`src/rtl/clock_time_ctrl.sv`:
```
// 24-hour BCD timekeeper with debounced two-button set flow and a blink request for the field being set.
// Latency: one clk1 cycle from a sampled tick or debounced press to the registered outputs.
// Backpressure: none; every event is consumed on the clk1 edge where it is detected.
module clock_time_ctrl #(
   parameter int unsigned DEBOUNCE_SAMPLES = 4,
   parameter int unsigned BLINK_HALF       = 125
) (
   input  logic       clk1,
   input  logic       rst,
   input  logic       clk_1hz,
   input  logic       clk_500hz,
   input  logic       btn_mode,
   input  logic       btn_inc,
   output logic [1:0] hr_tens,
   output logic [3:0] hr_ones,
   output logic [2:0] min_tens,
   output logic [3:0] min_ones,
   output logic [2:0] sec_tens,
   output logic [3:0] sec_ones,
   output logic [1:0] mode,
   output logic       blink
);

   localparam int unsigned BW = (BLINK_HALF > 2) ? $clog2(BLINK_HALF) : 1;

   typedef enum logic [1:0] {RUN = 2'b00, SET_HR = 2'b01, SET_MIN = 2'b10} mode_t;

   mode_t          state_q, state_d;
   logic           c1hz_q, c1hz_d, c500_q, c500_d;
   logic [1:0]     stable_q, stable_d;          // index 0 = mode button, 1 = inc button
   logic [1:0][3:0] dcnt_q, dcnt_d;
   logic [1:0]     press;
   logic [1:0]     btn_raw;
   logic [1:0]     hr_tens_q, hr_tens_d;
   logic [3:0]     hr_ones_q, hr_ones_d;
   logic [2:0]     min_tens_q, min_tens_d, sec_tens_q, sec_tens_d;
   logic [3:0]     min_ones_q, min_ones_d, sec_ones_q, sec_ones_d;
   logic           blink_q, blink_d;
   logic [BW-1:0]  bcnt_q, bcnt_d;
   logic           tick_1hz, scan_tick, mode_press, inc_press;
   logic [7:0]     sec_r, min_r;

   // Returns {wrap, tens, ones} for a 00..59 BCD field advanced by one.
   function automatic logic [7:0] inc_mod60(input logic [2:0] t, input logic [3:0] o);
      logic [7:0] r;
      if (o != 4'd9)      r = {1'b0, t, o + 4'd1};
      else if (t != 3'd5) r = {1'b0, t + 3'd1, 4'd0};
      else                r = 8'h00 | 8'h80;
      return r;
   endfunction

   // Returns {tens, ones} for 00..23 BCD hours advanced by one.
   function automatic logic [5:0] inc_hr(input logic [1:0] t, input logic [3:0] o);
      logic [5:0] r;
      if (t == 2'd2 && o == 4'd3) r = 6'd0;
      else if (o == 4'd9)         r = {t + 2'd1, 4'd0};
      else                        r = {t, o + 4'd1};
      return r;
   endfunction

   // Rising-edge detection of the divider levels and per-button debounce.
   always_comb begin
      c1hz_d    = clk_1hz;
      c500_d    = clk_500hz;
      tick_1hz  = clk_1hz & ~c1hz_q;
      scan_tick = clk_500hz & ~c500_q;
      btn_raw   = {btn_inc, btn_mode};
      stable_d  = stable_q;
      dcnt_d    = dcnt_q;
      press     = 2'b00;
      for (int i = 0; i < 2; i++) begin
         if (scan_tick) begin
            if (btn_raw[i] != stable_q[i]) begin
               if (dcnt_q[i] == 4'(DEBOUNCE_SAMPLES - 1)) begin
                  stable_d[i] = ~stable_q[i];
                  dcnt_d[i]   = 4'd0;
                  press[i]    = btn_raw[i];   // only the 0->1 flip is a press
               end else begin
                  dcnt_d[i] = dcnt_q[i] + 4'd1;
               end
            end else begin
               dcnt_d[i] = 4'd0;
            end
         end
      end
   end

   // Mode FSM and time update; a mode press swallows a same-cycle inc press.
   always_comb begin
      mode_press = press[0];
      inc_press  = press[1] & ~press[0];
      state_d    = state_q;
      hr_tens_d  = hr_tens_q;
      hr_ones_d  = hr_ones_q;
      min_tens_d = min_tens_q;
      min_ones_d = min_ones_q;
      sec_tens_d = sec_tens_q;
      sec_ones_d = sec_ones_q;
      sec_r      = 8'd0;
      min_r      = 8'd0;
      case (state_q)
         RUN: begin
            if (mode_press) state_d = SET_HR;
            if (tick_1hz) begin
               sec_r = inc_mod60(sec_tens_q, sec_ones_q);
               {sec_tens_d, sec_ones_d} = sec_r[6:0];
               if (sec_r[7]) begin
                  min_r = inc_mod60(min_tens_q, min_ones_q);
                  {min_tens_d, min_ones_d} = min_r[6:0];
                  if (min_r[7]) {hr_tens_d, hr_ones_d} = inc_hr(hr_tens_q, hr_ones_q);
               end
            end
         end
         SET_HR: begin
            if (mode_press)     state_d = SET_MIN;
            else if (inc_press) {hr_tens_d, hr_ones_d} = inc_hr(hr_tens_q, hr_ones_q);
         end
         SET_MIN: begin
            if (mode_press) begin
               state_d    = RUN;
               sec_tens_d = 3'd0;              // fresh minute starts on leaving set mode
               sec_ones_d = 4'd0;
            end else if (inc_press) begin
               min_r = inc_mod60(min_tens_q, min_ones_q);
               {min_tens_d, min_ones_d} = min_r[6:0];
            end
         end
         default: state_d = RUN;
      endcase
   end

   // Blink phase: restarts on every mode change, runs on scan ticks while setting.
   always_comb begin
      blink_d = blink_q;
      bcnt_d  = bcnt_q;
      if (state_d != state_q || state_q == RUN || state_q == mode_t'(2'b11)) begin
         blink_d = 1'b0;
         bcnt_d  = '0;
      end else if (scan_tick) begin
         if (bcnt_q == BW'(BLINK_HALF - 1)) begin
            bcnt_d  = '0;
            blink_d = ~blink_q;
         end else begin
            bcnt_d = bcnt_q + BW'(1);
         end
      end
   end

   // State registers with synchronous reset taking priority over all events.
   always_ff @(posedge clk1) begin
      if (rst) begin
         state_q    <= RUN;
         c1hz_q     <= 1'b0;
         c500_q     <= 1'b0;
         stable_q   <= 2'b00;
         dcnt_q     <= '0;
         hr_tens_q  <= 2'd0;
         hr_ones_q  <= 4'd0;
         min_tens_q <= 3'd0;
         min_ones_q <= 4'd0;
         sec_tens_q <= 3'd0;
         sec_ones_q <= 4'd0;
         blink_q    <= 1'b0;
         bcnt_q     <= '0;
      end else begin
         state_q    <= state_d;
         c1hz_q     <= c1hz_d;
         c500_q     <= c500_d;
         stable_q   <= stable_d;
         dcnt_q     <= dcnt_d;
         hr_tens_q  <= hr_tens_d;
         hr_ones_q  <= hr_ones_d;
         min_tens_q <= min_tens_d;
         min_ones_q <= min_ones_d;
         sec_tens_q <= sec_tens_d;
         sec_ones_q <= sec_ones_d;
         blink_q    <= blink_d;
         bcnt_q     <= bcnt_d;
      end
   end

   assign hr_tens  = hr_tens_q;
   assign hr_ones  = hr_ones_q;
   assign min_tens = min_tens_q;
   assign min_ones = min_ones_q;
   assign sec_tens = sec_tens_q;
   assign sec_ones = sec_ones_q;
   assign mode     = state_q;
   assign blink    = blink_q;

endmodule

```
`config.mk`:
```
export PLATFORM = sky130hd
export DESIGN_NAME = clock_time_ctrl
export DESIGN_NICKNAME = d
export VERILOG_FILES = /design/src/rtl/clock_time_ctrl.sv
export SDC_FILE = /design/constraint.sdc
export NUM_CORES = 1
export LEC_CHECK = 0
export BUFFER_PORTS_ARGS = -buffer_cell sky130_fd_sc_hd__buf_2
export CAP_MARGIN = 40
export CORE_MARGIN = 8
export CORE_UTILIZATION = 57
export DETAILED_ROUTE_END_ITERATION = 10
export GPL_ROUTABILITY_DRIVEN = 0
export PLACE_DENSITY = 0.79
export SETUP_SLACK_MARGIN = 0.15
export SLEW_MARGIN = 25
export SYNTH_ARGS = -nofsm -noshare
export SYNTH_HDL_FRONTEND = slang
export SYNTH_SLANG_ARGS = --single-unit
export TNS_END_PERCENT = 1
```
`constraint.sdc`:
```
create_clock -name clk1 -period 2.3 [get_ports clk1]
set_input_delay 0.46 -clock clk1 [delete_from_list [all_inputs] [get_ports clk1]]
set_output_delay 0.46 -clock clk1 [all_outputs]
set_load 0.02 [all_outputs]
```
==> reports/qor.yml <==
multi_input_area_um2: 1230
clkTransAtPathRegs_ps: 90
grt_max_degree: 21
path_max_fanout: 11
htreeDepth: 2
drt_iter0_markers: 95
io_buffers: 28
r2r_start: "dcnt_q[4]"
worst_pin_slew_ps: 503
tns_ps: 0
p_leak_nw: 0.940
hold_class: "input port to flip-flop"
r2r_slack_ps: 230
ys_ff_latch: 42
syn_nets: 268
fin_crit_sh_pct: 90.0
path_class: "flip-flop to flip-flop"
hold_viol_final: 0
detail-route-antenna-nets: 0
core_area_um2: 3690
p_int_mw: 1.08
hold_end: "c1hz_q"
syn_to_final_growth_pct: 14.1
switching_share_pct: 23.1
rsz0062_at_grt: "yes"
crit_required_ps: 2540
r2r_end: "min_tens[2]"
pwr-share-clk_pct: 42.0
drive_gt1_share_pct: 21.0
syn_inst: 253
synth_flop_cell: "dfxtp_1"
max-vdd-ir-drop_v: 0.000347
nNetsFinal: 300
finalWorstSetupSlack_ps: 229
std_cell_rows: 22
fmax_mhz: 483
yosysTopAreaCell: "dfxtp_1"
syn-cell-area_um2: 2190
clock-sinks: 42
most-common-layout-cells: "dfxtp_1, buf_2, a21oi_1"
setup_viol: 0
worst-r2r-cell-count: 6
slowest_stage: "or4b_1"
ys_types: 56
critPathTopFamily: "simple AND/OR/NAND/NOR gates"
slew_headroom_pct: 66.4
clock_skew_ps: 10.0
cts_tree: "yes"
dr.pass1.iters: 4
status: "finished clean"
final_common_cell: "dfxtp_1"
wl_mm: 4.67
grt_first_pass_wirelength_mm: 8.22
viasPerCell: 5.70
root_buffer: "clkbuf_8"
synth_seq_area_share_pct: 38.4
synth_edf_count: 0
ios: 29
hold_path_depth: 2
min_period_ps: 2070
routedWlPerCell_um: 14.0
clk_latency_ps: 310
critical_path_arrival_ps: 2310
grt_pass1_vias: 1863
yosysWarnings: 0
fillers: 324
seq_power_share_pct: 52.6
dp_slack_ps: 224
synth_top_area_share_pct: 38.4
grt_use_total_pct: 16.2
synthArstFlopShare_pct: 0
synth_area_leaders: "dfxtp_1, a21oi_1, ha_1"
crit_path_start_kind: "flip-flop"
max-cap-violations: 0
maxSlewViolCount: 0
fp.dieArea_um2: 6080
die_h_um: 78.0
power_density_nw_per_um2: 564
cts_max_path_buffers: 2
power.share.combinational_pct: 5.4
dp.final_hpwl_mm: 3.42
dieWidth_um: 78.0
cp-end-kind: "flip-flop"
antenna_found_initial: 0
vias: 1904
critical_path.cell_chain: "ha_1, nor3b_2, o2111ai_4, o22a_1, or4b_1, a21oi_1"
start_util_pct: 59.4
antenna_cells: 0
cts_setup_buffers: 0
syn_area_per_cell_um2: 8.65
cts_buffers: 5
cts.hold.buffers_added: 0
p_switching_uw: 326
drcViolationCount: 0
grt_overflow: 0
regArea_um2: 841
critPathMaxStageDelay_ps: 490
crit_buf_inv: 0
hp-start: "clk_1hz"
[stage by stage]
step                      power (mW)  hold slack [ps]  utilization [%]  cell area [um^2]  std cells
after floorplan                0.810              449                -              2190        253
after global placement         0.832              463             64.5              2380        326
after detailed placement       0.835              467             64.5              2380        326
after CTS                       1.43              404             67.6              2490        334
after global routing            1.47              419             67.7              2500        334
final                           1.41              411             67.7              2500        334
[cell type report]
| cell class | instances | area share, % |
|---|---|---|
| Sequential cell | 42 | 33.7 |
| Clock inverter | 3 | 1.80 |
| Inverter | 14 | 2.10 |
| Multi-Input combinational cell | 186 | 49.3 |
| Timing Repair Buffer | 36 | 8.01 |
| Clock buffer | 5 | 2.75 |
| Tap cell | 48 | 2.40 |
[worst max-delay path by stage]
stage                           start     endpoint  slack (ps)  cells past startpoint
after floorplan           sec_ones[0]  min_tens[1]         330                      8
after global placement      dcnt_q[4]  min_tens[2]         280                      6
after detailed placement    clk_500hz  sec_tens[1]         220                      6
after CTS                   dcnt_q[4]  min_tens[2]         210                      6
after global routing        dcnt_q[4]   hr_ones[3]          60                      6
final                       dcnt_q[4]  min_tens[2]         230                      6
[power groups by stage]
| stage | Clock (mW) | Combinational (mW) | Sequential [mW] |
|---|---|---|---|
| final | 0.592 | 0.0762 | 0.741 |
| after global routing | 0.638 | 0.0854 | 0.743 |
| after CTS | 0.608 | 0.0764 | 0.741 |
| after detailed placement | 0 | 0.0763 | 0.759 |
| after global placement | 0 | 0.0743 | 0.758 |
| after floorplan | 0 | 0.0498 | 0.760 |
[registers in the layout, indices dropped and copies added (netlist names)]
register  count
blink         1
min_tens      3
c500_q        1
min_ones      4
hr_tens       2
sec_tens      3
hr_ones       4
mode          2
dcnt_q        8
sec_ones      4
bcnt_q        7
stable_q      2
c1hz_q        1
[routing by layer]
layer  track usage, %  vias to the layer above  part of all wire, %
met3             5.41                        8                  4.7
met4             6.85                        0                  1.5
met5                0                        -                    0
met2             26.6                       25                   46
met1             18.8                      903                   48
li1                 -                      968                    -
[repair_timing]
action / 4_1_cts / 5_1_grt
hold endpoints to repair: 0 / 0
resized for setup: 0 / 2
setup endpoints to repair: 0 / 11
[cells in the mapped netlist, drive strengths merged (3+ instances only)]
master  number
nor3         9
xor2         4
inv         14
nand2       20
or3          3
and3         4
nor2b        3
buf          6
ha           9
nor3b        4
o21ai       13
a21oi       25
nand3b       3
xnor2        6
nand4        5
clkbuf       5
nand3        8
nor2        22
a31oi        3
dfxtp       42
[cell families (layout without fill, tap and decap cells)]
family / count (synthesis) / count (layout) / share of synthesized area, %
mux: 4 / 4 / 1.94
xor+xnor: 10 / 10 / 4.00
buf+inv: 25 / 58 / 5.60
compound gates: 63 / 63 / 18.8
flops: 42 / 42 / 38.4
fa+ha+maj: 9 / 9 / 5.14
simple gates: 100 / 100 / 26.1
Note: power is estimated with default switching activity, not from simulation.
